### config.mk
export PLATFORM = sky130hd
export DESIGN_NAME = matrix_mem_arbiter
export DESIGN_NICKNAME = d
export VERILOG_FILES = /design/src/rtl/matrix_pkg.sv /design/src/rtl/matrix_mem_arbiter_rr_pick.sv /design/src/rtl/matrix_mem_arbiter.sv
export SDC_FILE = /design/constraint.sdc
export NUM_CORES = 1
export LEC_CHECK = 0
export ABC_AREA = 1
export CORE_MARGIN = 2
export CORE_UTILIZATION = 39
export CTS_BUF_LIST = sky130_fd_sc_hd__clkbuf_2 sky130_fd_sc_hd__clkbuf_4 sky130_fd_sc_hd__clkbuf_8
export DETAILED_ROUTE_END_ITERATION = 6
export PLACE_DENSITY = 0.83
export SYNTH_ARGS = -nofsm -noshare
export SYNTH_HDL_FRONTEND = slang
export SYNTH_HIERARCHICAL = 1
export SYNTH_SLANG_ARGS = --single-unit
### constraint.sdc
create_clock -name clk -period 2.4 [get_ports clk]
set_input_delay 0.72 -clock clk [delete_from_list [all_inputs] [get_ports clk]]
set_output_delay 0.72 -clock clk [all_outputs]
set_load 0.02 [all_outputs]
### src/rtl/matrix_pkg.sv
// Shared constants for the 3x3 matrix memory and its arbiter.
package matrix_pkg;

    localparam int DATA_W = 8;
    localparam int IDX_W  = 2;
    localparam int SEL_W  = 2;

    localparam logic [SEL_W-1:0] SEL_A   = 2'd0;
    localparam logic [SEL_W-1:0] SEL_B   = 2'd1;
    localparam logic [SEL_W-1:0] SEL_C   = 2'd2;
    localparam logic [SEL_W-1:0] SEL_INV = 2'd3;

    typedef enum logic {
        ARB = 1'b0,
        OWN = 1'b1
    } arb_state_e;

endpackage

### src/rtl/matrix_mem_arbiter_rr_pick.sv
// Combinational round-robin picker: first set bit of req strictly after ptr, wrapping.
module rr_pick #(
    parameter int N     = 3,
    parameter int PTR_W = (N > 1) ? $clog2(N) : 1
) (
    input  logic [N-1:0]     req,
    input  logic [PTR_W-1:0] ptr,
    output logic [N-1:0]     pick,
    output logic [PTR_W-1:0] idx,
    output logic             valid
);

    logic [PTR_W-1:0] cand;

    always_comb begin
        pick  = '0;
        idx   = '0;
        valid = 1'b0;
        cand  = '0;
        // k == N wraps back to ptr itself, so the last holder is considered last
        for (int k = 1; k <= N; k++) begin
            cand = PTR_W'((int'(ptr) + k) % N);
            if (!valid && req[cand]) begin
                valid      = 1'b1;
                pick[cand] = 1'b1;
                idx        = cand;
            end
        end
    end

endmodule

### src/rtl/matrix_mem_arbiter.sv
// Round-robin arbiter for the shared A/B/C matrix memory with burst lock and hold limit.
// Optional MEM_ARB_STATS_EN adds a saturating stall_cnt output.
module matrix_mem_arbiter
    import matrix_pkg::*;
#(
    parameter int NUM_REQ  = 3,
    parameter int MAX_HOLD = 16
) (
    input  logic                      clk,
    input  logic                      reset,
    input  logic [NUM_REQ-1:0]        req,
    input  logic [NUM_REQ-1:0]        lock,
    input  logic [NUM_REQ-1:0]        we,
    input  logic [SEL_W*NUM_REQ-1:0]  sel,
    input  logic [IDX_W*NUM_REQ-1:0]  row,
    input  logic [IDX_W*NUM_REQ-1:0]  col,
    input  logic [DATA_W*NUM_REQ-1:0] wdata,
    output logic [NUM_REQ-1:0]        gnt,
    output logic [NUM_REQ-1:0]        rvalid,
    output logic [DATA_W-1:0]         rdata,
    output logic                      err,
    output logic                      mem_en,
    output logic                      mem_we,
    output logic [SEL_W-1:0]          mem_sel,
    output logic [IDX_W-1:0]          mem_row,
    output logic [IDX_W-1:0]          mem_col,
    output logic [DATA_W-1:0]         mem_wdata,
    input  logic [DATA_W-1:0]         mem_rdata
`ifdef MEM_ARB_STATS_EN
    ,
    output logic [15:0]               stall_cnt
`endif
);

    localparam int PTR_W  = $clog2(NUM_REQ);
    localparam int HOLD_W = $clog2(MAX_HOLD + 1);

    arb_state_e         state;
    logic [PTR_W-1:0]   rr_ptr;
    logic [PTR_W-1:0]   own_idx;
    logic [HOLD_W-1:0]  hold_cnt;

    logic [NUM_REQ-1:0] pick;
    logic [PTR_W-1:0]   pick_idx;
    logic               pick_valid;

    logic               own, access, o_req, o_lock, o_we, o_inv, others_pending, release_now;
    logic [SEL_W-1:0]   o_sel;

    rr_pick #(.N(NUM_REQ), .PTR_W(PTR_W)) u_pick (
        .req   (req),
        .ptr   (rr_ptr),
        .pick  (pick),
        .idx   (pick_idx),
        .valid (pick_valid)
    );

    always_comb begin
        own            = (state == OWN);
        o_req          = req[own_idx];
        o_lock         = lock[own_idx];
        o_we           = we[own_idx];
        o_sel          = sel[int'(own_idx)*SEL_W +: SEL_W];
        o_inv          = (o_sel == SEL_INV);
        access         = own && o_req;
        others_pending = |(req & ~gnt);
        release_now    = own && ((!o_req && !o_lock) ||
                         (hold_cnt == HOLD_W'(MAX_HOLD - 1) && others_pending));

        mem_en    = access;
        mem_we    = access && o_we && !o_inv;
        mem_sel   = own ? o_sel : '0;
        mem_row   = own ? row[int'(own_idx)*IDX_W +: IDX_W] : '0;
        mem_col   = own ? col[int'(own_idx)*IDX_W +: IDX_W] : '0;
        mem_wdata = own ? wdata[int'(own_idx)*DATA_W +: DATA_W] : '0;
        rdata     = mem_rdata;
    end

    always_ff @(posedge clk) begin
        if (reset) begin
            state    <= ARB;
            gnt      <= '0;
            rvalid   <= '0;
            err      <= 1'b0;
            hold_cnt <= '0;
            rr_ptr   <= PTR_W'(NUM_REQ - 1);
            own_idx  <= '0;
        end else begin
            // gnt is the owner's one-hot, so it doubles as the rvalid pattern
            rvalid <= (access && !o_we) ? gnt : '0;
            err    <= access && o_inv;
            case (state)
                ARB: begin
                    if (pick_valid) begin
                        gnt      <= pick;
                        own_idx  <= pick_idx;
                        rr_ptr   <= pick_idx;
                        hold_cnt <= '0;
                        state    <= OWN;
                    end
                end
                OWN: begin
                    if (release_now) begin
                        gnt   <= '0;
                        state <= ARB;
                    end else if (hold_cnt != HOLD_W'(MAX_HOLD)) begin
                        hold_cnt <= hold_cnt + 1'b1;
                    end
                end
                default: state <= ARB;
            endcase
        end
    end

`ifdef MEM_ARB_STATS_EN
    always_ff @(posedge clk) begin
        if (reset)
            stall_cnt <= '0;
        else if (|(req & ~gnt) && stall_cnt != 16'hFFFF)
            stall_cnt <= stall_cnt + 16'd1;
    end
`endif

endmodule

==> results by group, run 1 <==
Run status
  • Status: finished, final reports clean

Timing
  • Final Cycle Share: 99.1%
  • Measured slew at the worst slew-check pin: 324 ps
  • Worst Skew: 2.06 ps
  • Slew Limit Fails: 0
  • Max_slew headroom: 78.4%
  • FMAX: 421 MHz
  • Setup WS post-layout: 22.4 ps
  • Setup violators final: 0
  • Tmin final: 2380 ps
  • RSZ-0062 raised after global routing: yes
  • Hold Vio Cnt, Final: 0

Cells and area
  • Layout cells sized above 1: 24.6%
  • Synth-to-Final Area Change: 62.8%
  • Nets: 426
  • Layout fillers: 356
  • Post-route insts no fill: 407
  • Seq. cell area: 324 um2
  • Ant. Diodes: 0
  • Area of the multi-input gates: 1100 um2

Pwr
  • Peak supply drop: 626 uV
  • Leakage: 1.27 nW
  • Power per cell area: 1090 nW/um2

Synthesis
  • Unique masters post-synth: 31
  • Synth Area per Inst: 5.93 um2
  • Mapped Area: 1580 um2
  • Ys flop type: dfxtp_1
  • Synth Register Bits: 16
  • Syn nets: 335
  • Synth warn: 6
  • Synth top area share: 20.2%
  • Fraction of registers with async set/reset: 0%
  • Register area share after synthesis: 20.2%
  • Largest area contributor in the netlist: dfxtp_1
  • Cell count after synthesis: 267
  • Synth top area cells: dfxtp_1 (20%), nand2_1 (16%), nor2_1 (10%)
  • Post-synth EDFFs: 0

GRT
  • Number of antenna violations at the first check in global routing: 0
  • Global-route wire length before repair: 7890 um
  • Vias in the first global route: 1814
  • Largest net degree at the start of global routing: 18
  • Grt total ovfl: 0
  • Gr usage total: 22.2%

Clock network
  • Clock Latency Late Sink: 250 ps
  • CTS tree: built
  • Clk sinks: 16
  • Root Driver: clkbuf_8
  • Post-CTS Setup Bufs: 0
  • H-Tree Depth: 1
  • Cts bufs inserted: 3
  • Register clock-pin slew on the reported worst setup and hold paths: 70 ps
  • Hold buffers post-CTS: 0
  • Clock buffer depth: 2

Placement
  • Place WS: -751 ps
  • Final HPWL DP: 3970 um
  • Placer congestion estimate: 0.852
  • IO Port Bufs: 75
  • Inst Count DP: 403

Setup path
  • Reg2reg end: hold_cnt[4]$_SDFFE_PP0P_
  • Crit path capture type: primary output
  • WP data required: 1680 ps
  • CP startpoint kind: input port
  • Critical Path Fanout Max: 1
  • Slowest-stage cell, CP: clkdlybuf4s50_1
  • Register-to-register setup slack: 250 ps
  • CP bufs+invs: 2
  • CP dominant cell by count: nor2_1
  • Cell Chain, Critical Path: clkdlybuf4s50_1, nor2_1, nor2_1, o21ai_0, a21oi_1, buf_4
  • R2r startpoint: rr_ptr[0]$_SDFFE_PP0P_
  • R2R depth: 16
  • Critical path class: input port to primary output
  • Max incr delay on CP: 460 ps
  • CP Data Arrival Time: 1660 ps
  • Critical path's top delay family: buffers and inverters

Floorplan
  • Initial Utilization: 40.2%
  • Die width: 67.7 um
  • Die height: 67.7 um
  • Die area: 4590 um2
  • Core Rows: 23
  • Core ar.: 3940 um2
  • # IOs: 92

Run
  • Max-Cap Viols: 0

Drt
  • Drt total wl: 5110 um
  • Drt pass-1 iters: 4
  • DRT antenna net count: 0
  • Met2 wire len: 2350 um
  • WL/cell: 12.5 um
  • Wire length on met3: 604 um
  • # DRC: 0
  • Iteration-0 DRC Markers: 102
  • Met1 Wirelength: 2070 um
  • Vias: 1981
  • Top layer used by detailed routing: met4
  • Vias per cell: 4.87

Min path
  • Hold Crit Class: flop to flop
  • Hold Path Origin: gnt[0]$_SDFFE_PP0P_
  • Hold depth: 2
  • Hold EP: gnt[0]$_SDFFE_PP0P_
-- worst reg2reg max path, stage by stage (launching register included) --
cell and delay [ps]:
dfxtp_4 390, buf_4 140, inv_1 70, ha_4 310
inv_2 70, nand2_2 70, nand3_2 60, nand2_2 80
nand2_2 60, or2_1 260, nand2_2 120, buf_4 130
nand2_4 90, nand2_4 80, nand2_1 50, nand2_1 60
nor2_1 40
-- power breakdown --
group	switching, mW	total (mW)	internal, mW
Sequential	0.0670	0.407	0.340
Combinational	1.23	2.17	0.936
Clock	0.0960	0.242	0.146
Total	1.40	2.82	1.42
-- cell usage in the layout (no fill, tap or decap), drive strengths merged --
cell type	n
dlygate4sd2	8
nand3	21
or2	4
o31ai	1
nand2	79
ha	7
o21ai	17
buf	43
inv	29
dfxtp	16
xor2	1
a2bb2oi	1
o211ai	2
a21oi	25
clkdlybuf4s50	40
clkinv	2
clkbuf	6
a31oi	1
nor4	1
nand4	1
dlymetal6s2s	9
nor2	43
-- cell families (layout without fill, tap and decap cells) --
family / Yosys count / after routing / share of synthesized area [%]
DFF: 16 / 16 / 20.2
and+or+nand+nor: 149 / 149 / 41.5
adders and majority gates: 7 / 7 / 5.53
xor gates and xnor gates: 1 / 1 / 0.553
buffers and inverters: 47 / 137 / 14.1
AOI/OAI and AO/OA: 47 / 47 / 18.2
-- worst max-delay path by stage --
| stage | from | to | slack (ps) | depth (start not counted) |
|---|---|---|---|---|
| 2_1_floorplan | req[2] | mem_we | 8 | 6 |
| 3_3_place_gp | sel[1] | mem_we | -740 | 8 |
| 3_5_place_dp | sel[1] | mem_we | -750 | 8 |
| 4_1_cts | sel[0] | mem_we | -80 | 8 |
| 5_1_grt | col[0] | mem_col[0] | -60 | 6 |
| 6_report | wdata[7] | mem_wdata[7] | 20 | 6 |
-- registers in the layout (all words and copies together), names as in the netlist --
register,cells
hold_cnt,5
gnt,3
rvalid,3
rr_ptr,2
err,1
own,1
own_idx,1
-- cells in the mapped netlist, types with 4 or more instances --
master and instances:
nand2_1 68, nand2_2 8, ha_1 7, clkbuf_1 4, buf_4 8, inv_1 25
dfxtp_1 16, nor2_1 42, o21ai_0 16, a21oi_1 21, nand3_1 20
-- routing by layer --
layer | global-route usage (%) | vias to the layer above
li1 | - | 1021
met1 | 24.7 | 863
met2 | 41.7 | 88
met3 | 6.00 | 9
met4 | 4.85 | 0
met5 | 0 | -
-- per-stage QoR --
step | hold WS, ps | TNS, ps | total power [mW] | instance area, um2 | util, %
3_5_place_dp | 467 | -9440 | 2.52 | 2500 | 63.4
6_report | 480 | 0 | 2.82 | 2580 | 65.4
3_3_place_gp | 473 | -9050 | 2.47 | 2500 | 63.4
2_1_floorplan | 479 | 0 | 1.72 | 1580 | -
4_1_cts | 483 | -83.3 | 2.71 | 2490 | 63.2
5_1_grt | 503 | -142 | 3.08 | 2580 | 65.4
-- cell type report --
type	count	share of cell area, %
repair buffers	102	35.6
well taps	50	2.43
inverters	31	4.71
multi-input cells	204	42.6
flip-flops and latches	16	12.6
clock buffers	4	2.13
-- what timing repair did --
action	4_1_cts	5_1_grt
pin swaps	12	19
gates resized for setup	91	39
endpoints found under the setup margin	18	18
(Power assumes the default switching activity.)
==> inputs of run 2 (changes only) <==
Settings changed: CORE_MARGIN 2 to 4, CTS_CLUSTER_SIZE set to 12.
==> run 2 against run 1 <==
Die area is 12% higher. Clock skew is 1.2 ps higher. Sequential share of layout area shrank 0.20 points.
==> results by group, run 2 (synthesis results as in run 1) <==
Timing
  • RSZ-0062 raised after global routing: yes
  • Setup WS post-layout: 8.54 ps
  • Total Neg Setup Slack: 0 ps
  • Measured slew at the worst slew-check pin: 227 ps
  • Hold_ws: 478 ps
  • Setup violators final: 0
  • Worst Skew: 3.22 ps
  • Final Cycle Share: 99.6%
  • FMAX: 418 MHz
  • Slew Limit Fails: 0
  • Max_slew headroom: 84.8%
  • Hold Vio Cnt, Final: 0
  • Tmin final: 2390 ps

Cells and area
  • Seq. cell area: 322 um2
  • Nets: 433
  • Final Util: 68.4%
  • Layout fillers: 345
  • Layout cells sized above 1: 24.8%
  • Most frequent cells in the layout: nand2_1 (66), buf_4 (43), nor2_1 (41), clkdlybuf4s50_1 (40), inv_1 (25)
  • Largest registers: hold_cnt x5, gnt x3, rvalid x3
  • Area of the multi-input gates: 1070 um2
  • Synth-to-Final Area Change: 64.1%
  • Max reg flops: 5
  • Most common cell after layout, fill and taps aside: nand2_1
  • Post-route insts no fill: 411
  • Largest Register: hold_cnt
  • Ant. Diodes: 0
  • Final instance area: 2600 um2

Drt
  • Drt pass-1 iters: 4
  • Vias: 2005
  • Iteration-0 DRC Markers: 68
  • WL/cell: 12.6 um
  • Drt total wl: 5190 um
  • Vias per cell: 4.88
  • DRT antenna net count: 0
  • # DRC: 0

GRT
  • Largest net degree at the start of global routing: 16
  • Grt total ovfl: 0
  • Global-route wire length before repair: 8110 um
  • Gr usage total: 19.3%
  • Number of antenna violations at the first check in global routing: 0
  • Vias in the first global route: 1835

Setup path
  • Critical Path Fanout Max: 2
  • CP startpoint kind: input port
  • Slowest-stage cell, CP: clkdlybuf4s50_1
  • Cell Chain, Critical Path: clkdlybuf4s50_1, o21ai_1, a2bb2oi_2, nor2_1, buf_4
  • Crit path capture type: primary output
  • WP data required: 1680 ps
  • Critical path class: input port to primary output
  • CP Data Arrival Time: 1670 ps
  • Max incr delay on CP: 400 ps

Pwr
  • Leakage: 1.28 nW
  • Seq pwr share: 14.5%
  • Peak supply drop: 807 uV
  • Power per cell area: 1090 nW/um2
  • Pint: 1.44 mW
  • Switching Share: 49.0%
  • Post-layout power: 2.83 mW
  • Clock share of power: 7.0%
  • Combinational group share of total power: 78.5%
  • P_sw: 1.39 mW

Placement
  • Placed Area: 2580 um2
  • Final HPWL DP: 4150 um
  • IO Port Bufs: 75
  • Placer congestion estimate: 0.822
  • Place WS: -741 ps
  • Inst Count DP: 407

Floorplan
  • Die height: 71.7 um
  • Initial Utilization: 41.7%
  • Core Rows: 22
  • Die area: 5150 um2
  • # IOs: 92
  • Core ar.: 3800 um2
  • Die width: 71.7 um

Clock network
  • H-Tree Depth: 1
  • Clock buffer depth: 2
  • Cts bufs inserted: 3
  • Register clock-pin slew on the reported worst setup and hold paths: 60 ps
  • Clk sinks: 16
  • CTS tree: built
  • Clock Latency Late Sink: 250 ps
  • Root Driver: clkbuf_8

Run
  • Max-Cap Viols: 0

Run status
  • Status: finished, final reports clean

Min path
  • Hold Crit Class: flop to flop
[run 2: final cells by class]
cell class / count / area share, %
Multi-Input combinational cell: 204 / 41.2
Clock buffer: 3 / 1.59
Inverter: 31 / 4.67
Timing Repair Buffer: 109 / 37.9
Sequential cell: 16 / 12.4
Tap cell: 48 / 2.31
[run 2: worst max-delay path, delay by kind of cell]
kind / cells / cell delay (ps)
and+or+nand+nor: 1 / 60
buffers and inverters: 2 / 550
AOI/OAI and AO/OA: 2 / 330
[run 2: power groups by stage]
stage | Combinational, mW | Sequential [mW] | Clock [mW]
after detailed placement | 2.21 | 0.411 | 0
after global placement | 2.17 | 0.408 | 0
after global routing | 2.44 | 0.421 | 0.218
final | 2.22 | 0.411 | 0.198
after CTS | 2.17 | 0.408 | 0.203
after floorplan | 1.29 | 0.429 | 0
[run 2: layer usage]
metal	GRT usage, %	vias to the layer above	wire, um
met3	3.23	3	471
met4	2.92	0	18
met5	0	-	0
met1	25.5	890	2210
met2	33.5	77	2490
li1	-	1035	-
[run 2: path summary, 6_finish.rpt]
| path | start | to | slack, ps | cells after the start |
|---|---|---|---|---|
| setup / recovery | we[0] | mem_we | 9 | 5 |
| hold / removal | gnt[0]$_SDFFE_PP0P_ | rvalid[0]$_SDFF_PP0_ | 480 | 2 |
| setup reg to reg | rr_ptr[0]$_SDFFE_PP0P_ | hold_cnt[1]$_SDFFE_PP0P_ | 110 | 16 |
| hold reg to reg | gnt[0]$_SDFFE_PP0P_ | rvalid[0]$_SDFF_PP0_ | 480 | 2 |
[run 2: timing repair]
action | in CTS | in global routing
pin swaps | 21 | 14
endpoints found under the setup margin | 18 | 12
endpoints found under the hold margin | 0 | 0
resized for setup | 97 | 23
cloned | 0 | 0
buffers inserted | 0 | 1
hold buffers | 0 | 0
